--- src/rtl/snn_sched.sv ---
// Front-end scheduler for snn_core: unpacks a byte-streamed binary image into the
// 1-bit input-unit RAM, then hands the RAM to the core and reports its digit.
module snn_sched #(
  parameter int NUM_PIXELS = 784,
  parameter int ADDR_W     = 10
) (
  input  logic              clk,
  input  logic              rst_n,
  input  logic              rx_rdy,
  input  logic [7:0]        rx_data,
  output logic [ADDR_W-1:0] ram_addr,
  output logic              ram_d,
  output logic              ram_we,
  input  logic [ADDR_W-1:0] core_addr,
  output logic              core_start,
  input  logic              core_done,
  input  logic [3:0]        core_digit,
  output logic              result_vld,
  output logic [3:0]        result_digit,
  output logic              busy,
  output logic              rx_drop
);
  localparam int NUM_BYTES = NUM_PIXELS / 8;
  localparam int BC_W      = $clog2(NUM_BYTES + 1);

  typedef enum logic [2:0] {LOAD, UNPACK, START, RUN, REPORT} state_t;

  state_t            state_q, state_d;
  logic [ADDR_W-1:0] pix_cnt_q, pix_cnt_d;
  logic [BC_W-1:0]   byte_cnt_q, byte_cnt_d;
  logic [7:0]        shift_q, shift_d;
  logic [7:0]        hold_q, hold_d;
  logic              hold_full_q, hold_full_d;
  logic [2:0]        bit_idx_q, bit_idx_d;
  logic [3:0]        result_q, result_d;
  logic              drop_q;

  logic last_bit, last_pix, drain, accept;

  assign last_bit = (bit_idx_q == 3'd7);
  assign last_pix = (pix_cnt_q == ADDR_W'(NUM_PIXELS - 1));
  // hold empties this cycle, so a simultaneous byte may refill it
  assign drain    = (state_q == UNPACK) && last_bit && !last_pix && hold_full_q;
  assign accept   = rx_rdy && (byte_cnt_q < BC_W'(NUM_BYTES)) &&
                    ((state_q == LOAD) || ((state_q == UNPACK) && (!hold_full_q || drain)));

  always_comb begin
    state_d     = state_q;
    pix_cnt_d   = pix_cnt_q;
    byte_cnt_d  = byte_cnt_q;
    shift_d     = shift_q;
    hold_d      = hold_q;
    hold_full_d = hold_full_q;
    bit_idx_d   = bit_idx_q;
    result_d    = result_q;
    if (accept) byte_cnt_d = byte_cnt_q + BC_W'(1);
    case (state_q)
      LOAD: if (accept) begin
        shift_d   = rx_data;
        bit_idx_d = 3'd0;
        state_d   = UNPACK;
      end
      UNPACK: begin
        bit_idx_d = bit_idx_q + 3'd1;
        if (!last_pix) pix_cnt_d = pix_cnt_q + ADDR_W'(1);
        if (last_bit) begin
          if (last_pix) begin
            state_d = START;
          end else if (hold_full_q) begin
            shift_d     = hold_q;
            hold_full_d = 1'b0;
            if (accept) begin
              hold_d      = rx_data;
              hold_full_d = 1'b1;
            end
          end else if (accept) begin
            // byte arriving exactly at the boundary goes straight to the shifter
            shift_d = rx_data;
          end else begin
            state_d = LOAD;
          end
        end else if (accept) begin
          hold_d      = rx_data;
          hold_full_d = 1'b1;
        end
      end
      START: state_d = RUN;
      RUN: if (core_done) begin
        result_d = core_digit;
        state_d  = REPORT;
      end
      REPORT: begin
        pix_cnt_d  = '0;
        byte_cnt_d = '0;
        state_d    = LOAD;
      end
      default: state_d = LOAD;
    endcase
  end

  always_ff @(posedge clk or negedge rst_n) begin
    if (!rst_n) begin
      state_q     <= LOAD;
      pix_cnt_q   <= '0;
      byte_cnt_q  <= '0;
      shift_q     <= '0;
      hold_q      <= '0;
      hold_full_q <= 1'b0;
      bit_idx_q   <= '0;
      result_q    <= '0;
      drop_q      <= 1'b0;
    end else begin
      state_q     <= state_d;
      pix_cnt_q   <= pix_cnt_d;
      byte_cnt_q  <= byte_cnt_d;
      shift_q     <= shift_d;
      hold_q      <= hold_d;
      hold_full_q <= hold_full_d;
      bit_idx_q   <= bit_idx_d;
      result_q    <= result_d;
      drop_q      <= rx_rdy && !accept;
    end
  end

  assign ram_we       = (state_q == UNPACK);
  assign ram_d        = ram_we & shift_q[bit_idx_q];
  assign ram_addr     = ((state_q == LOAD) || (state_q == UNPACK)) ? pix_cnt_q : core_addr;
  assign core_start   = (state_q == START);
  assign result_vld   = (state_q == REPORT);
  assign result_digit = result_q;
  assign busy         = (state_q != LOAD);
  assign rx_drop      = drop_q;
endmodule

--- config.mk ---
export PLATFORM = sky130hd
export DESIGN_NAME = snn_sched
export DESIGN_NICKNAME = d
export VERILOG_FILES = /design/src/rtl/snn_sched.sv
export SDC_FILE = /design/constraint.sdc
export NUM_CORES = 1
export LEC_CHECK = 0
export CORE_MARGIN = 4
export CORE_UTILIZATION = 56
export DETAILED_ROUTE_END_ITERATION = 16
export PLACE_DENSITY = 0.95
export SLEW_MARGIN = 25
export SYNTH_ARGS = -nofsm -noshare
export SYNTH_HDL_FRONTEND = slang
export SYNTH_SLANG_ARGS = --single-unit
export TNS_END_PERCENT = 50
--- constraint.sdc ---
create_clock -name clk -period 4.2 [get_ports clk]
set_input_delay 1.26 -clock clk [delete_from_list [all_inputs] [get_ports clk]]
set_output_delay 1.26 -clock clk [all_outputs]
set_load 0.02 [all_outputs]
# After elaboration in Yosys (flattened, before gate mapping)
# Index checks and enable logic that the tools add are counted.
totals:
  n_memories: 0
  in_bits: 26
  ramBits: 0
  mem_bits_ro: 0
  word_cells: 85
  latch_bits: 0
  register_bits: 45
  output_inout_bits: 20
op_classes:
  order_cmp: 2
  n_mul: 0
  n_bitwise: 1
  add_sub_neg: 3
  reduce_logical: 26
  n_shift: 0
  mux: 30
  div_mod_pow: 0
  eq_ne: 14
op_table:
  columns: ["cell", "count"]
  rows:
  - ["2-to-1 mux 8 bit", 8]
  - ["2-to-1 mux 3 bit", 7]
  - ["2-to-1 mux 10 bit", 2]
  - ["one-hot mux 10 bit (2 select lines)", 1]
  - ["one-hot mux 8 bit (2 select lines)", 1]
  - ["2-to-1 mux 7 bit", 2]
  - ["one-hot mux 3 bit (4 select lines)", 1]
  - ["adder 10 x 1 -> 10 bit (second input constant)", 1]
  - ["== test 10 bit (second input constant)", 1]
  - ["inequality test 2 bit (second input constant)", 5]
  - ["AND reduction 3 bit", 3]
  - ["nonzero test 2 bit", 4]
  - ["adder 7 x 1 -> 7 bit (second input constant)", 1]
  - ["logical AND 1 bit", 7]
  - ["less-than comparator 7 bit (second input constant)", 1]
  - ["== test 3 x 2 -> 1 bit (second input constant)", 2]
  - ["== test 3 bit (second input constant)", 2]
  - ["2-to-1 mux 1 bit", 6]
  - ["one-hot mux 3 bit (2 select lines)", 1]
  - ["AND reduction 2 bit", 3]
  - ["AND reduction 5 bit", 1]
  - ["less-than comparator 3 x 4 -> 1 bit (second input constant)", 1]
  - ["adder 3 x 1 -> 3 bit (second input constant)", 1]
  - ["binary-select mux 1 bit (select 3 bit)", 1]
  - ["other kinds (9)", 13]

# Logic depth before layout (Yosys ltp)
depth:
  word_depth: 13
  ltp_mapped: 8
  mapped_depth_nobuf: 6

# Worst setup path before layout
# Ideal clock, no wire load.
synth_timing:
  path_type: "input port to output port"
  from: "input port core_addr[0]"
  to: "output port ram_addr[0]"
  slack_ps: 1375
  required_ps: 2940
  stages: 1
  arrival_ps: 1565
  n_path_buf: 0
  cell_sequence: "mux2_2"
synth_between:
  elab_chain_len: 1
synth_lines:
  columns: ["item", "line", "source"]
  rows:
  - ["from (decl)", "14", "input logic [ADDR_W-1:0] core_addr,"]
  - ["2-to-1 mux 10 bit", "127", "assign ram_addr = ((state_q == LOAD) || (state_q == UNPACK)) ? pix_cnt_q : core_addr;"]
  - ["to (decl)", "11", "output logic [ADDR_W-1:0] ram_addr,"]
# Every way passes these cells.

# Worst setup path in the final report
# Ends and elaborated chain as after synthesis.

==> out/metrics.yaml <==
hpwl_um: 3820
cts.repair.resized: 0
yosys.cell_count.top_type: "dfrtp_1"
via_per_inst: 5.96
ant_nets: 0
synth_mux_area_frac: 0.139
routed-via-count: 1955
path_max_fanout: 1
synth-compound-area-share: 0.170
cp_top_family: "buffers and inverters"
diodes: 0
num_io_pins: 46
cts_made_buffers: 5
layout.nets: 305
ff2ff_path_depth: 5
synth_cell_types: 53
r2r_end: "hold_q[4]"
drc: 0
portBuffers: 45
synth_top_area_frac: 0.447
synth_nets: 262
critPathLaunch: "core_addr[0]"
endpoint: "ram_addr[0]"
pwr-share-seq: 0.384
tns_ns: 0
row_count: 24
postSynthAreaPerCell_um2: 10.9
worstPathCellList: "clkdlybuf4s50_1 > mux2_2 > clkdlybuf4s50_1"
clkSinkCount: 45
ys.flop_type: "dfrtp_1"
grt_pass1_vias: 1902
synth_common_cells: "dfrtp_1, nand2_1, inv_1"
use_met1: 0.243
finalInstanceArea_mm2: 0.00309
rsz0062_at_grt: "false"
wl_per_cell_um: 16.2
cap_viol_max_count: 0
cp-end-kind: "output pin"
synth-xor-area-share: 0.0104
grt_usage: 0.200
fin_crit_ns: 3.73
cp.depth: 3
cts_tree: "built"
use_met3: 0.0547
relSlewSlack: 0.455
gp_congestion: 0.809
cp_data_required_time_ns: 2.94
n_fill_cell: 316
ctsRootBufferMaster: "clkbuf_8"
async_flop_share: 1.00
synthAdderAreaFrac: 0.0199
post-route-util: 0.711
maxSlewViolCount: 0
slowest_delay_ns: 0.55
die_area_mm2: 0.00563
vdd_drop_max_mv: 0.344
fin_ws_ns: 0.471
synth_area_mm2: 0.00252
hold_class: "reg -> reg"
grt_max_degree: 46
antenna_found_initial: 0
wl_um: 5300
reg2reg_slack_ns: 1.74
busiest_layer: "met2"
switchingPower_uw: 781
post-cts-setup-buffers: 0
syn_inst: 232
drt-initial-drc-count: 99
cp_slowest_cell: "clkdlybuf4s50_1"
cts_buffer_depth: 2
regToRegStartpoint: "bit_idx_q[0]"
synth-edff-count: 0
synth_top_family_by_area: "compound AO/OA/AOI/OAI gates"
hold_viol_final: 0
cp-start-kind: "input pin"
core_mm2: 0.00435
die_w_um: 75.0
clk_pin_slew_ns: 0.08
dr.pass1.iters: 4
synth-seq-cells: 45
hold_buffers: 0
switching_share: 0.387
p_per_area_mw_per_mm2: 652
clkLatencyLatePin_ns: 0.30
clockPowerShare: 0.166
power.total_uw: 2020
placed_area_mm2: 0.00298
yosys-top-cells-area: "dfrtp_1, mux2_2, mux2_4"
pre_cts_ws_ns: 0.463
finalSetupViolCount: 0
crit_type: "in -> out"
yosys_warnings: 0
grt_pass1_wl_um: 8690
arrival_ns: 2.47
skew_ns: 0.0104
leakage_uw: 0.00135
status: "finished clean"
initial_core_util: 0.578
post_synth_and_or_nand_nor_area_fraction: 0.166
p_int_uw: 1240
grt_overflow_total: 0
die_h_um: 75.0
tightest_slew_ns: 0.813
combPwrFrac: 0.450
timing.fmax_mhz: 268
grt_util_met2: 0.348
cts_max_level: 2
syn2layout_area_growth_pct: 22.9
crit_buf_inv: 2
ys_seq_area_frac: 0.447
period_share: 0.888
drive_gt1_frac: 0.174
yosysTopAreaCell: "dfrtp_1"
path_common_cell: "clkdlybuf4s50_1"
## cell type report
cell class                      count  area, um^2  share of cell area
Multi-Input combinational cell    161        1270               0.411
Sequential cell                    45        1130               0.364
Timing Repair Buffer               46         455               0.147
Clock buffer                        7        86.3              0.0279
Tap cell                           52        65.1              0.0210
Inverter                           16        60.1              0.0194
Clock inverter                      1        30.0             0.00970
## flip-flops by register name, indices dropped and copies added (netlist names)
name and cells:
bit_idx_q 3, byte_cnt_q 7, hold_full_q 1, hold_q 8, pix_cnt_q 10, result_digit 4
rx_drop 1, shift_q 8, state_q 3
## worst min path at each step
stage          depth (start not counted)               to  slack (ns)            start
4_1_cts                                2  result_digit[0]        0.48  result_digit[0]
5_1_grt                                2  result_digit[0]        0.49  result_digit[0]
2_1_floorplan                          2    byte_cnt_q[6]        0.46    byte_cnt_q[6]
3_5_place_dp                           2  result_digit[3]        0.46  result_digit[3]
6_report                               2  result_digit[3]        0.48  result_digit[3]
3_3_place_gp                           2  result_digit[0]        0.46  result_digit[0]
## through the flow
stage | std cells | hold slack [ns]
after floorplan | 232 | 0.456
after global placement | 320 | 0.459
after detailed placement | 320 | 0.461
after CTS | 328 | 0.481
after global routing | 328 | 0.491
final | 328 | 0.478
## power by group through the flow
stage | combinational (uW) | sequential (uW) | clock, uW
global placement | 869 | 767 | 0
finish | 909 | 774 | 335
floorplan | 694 | 732 | 0
detailed placement | 912 | 775 | 0
CTS | 919 | 772 | 341
global route | 995 | 797 | 358
## layout by cell type (no fill, tap or decap), types with 4 or more instances in the layout
cell type,synthesis,routed
a21oi_1,5,5
a221o_1,8,8
clkbuf_8,0,6
clkdlybuf4s50_1,0,44
dfrtp_1,45,45
ha_1,4,4
inv_1,14,14
mux2_2,11,11
mux2_4,8,8
mux2i_1,6,6
nand2_1,31,31
nand3_1,10,10
nor2_1,8,8
nor3_1,9,9
o211ai_1,4,4
o21ai_1,6,6
o31ai_1,4,4
## layer usage
layer  share of wire  up-vias
met5               0        -
met4          0.0049        0
met3           0.057        2
met2            0.51       53
met1            0.43      962
li1                -      938
## kinds of logic (layout without fill, tap and decap cells)
family / after synthesis / count (layout)
buffers and inverters: 26 / 70
adder cells (fa/ha/maj): 4 / 4
XOR/XNOR: 3 / 3
AO/OA/AOI/OAI: 46 / 46
multiplexers: 27 / 27
AND/OR/NAND/NOR: 81 / 81
flip-flops: 45 / 45
## worst min-delay path: stages (launching register included)
cell	delay, ns
dfrtp_1	0.35
nand2_1	0.05
nand2_1	0.05
Note: power is estimated with default switching activity, not from simulation.
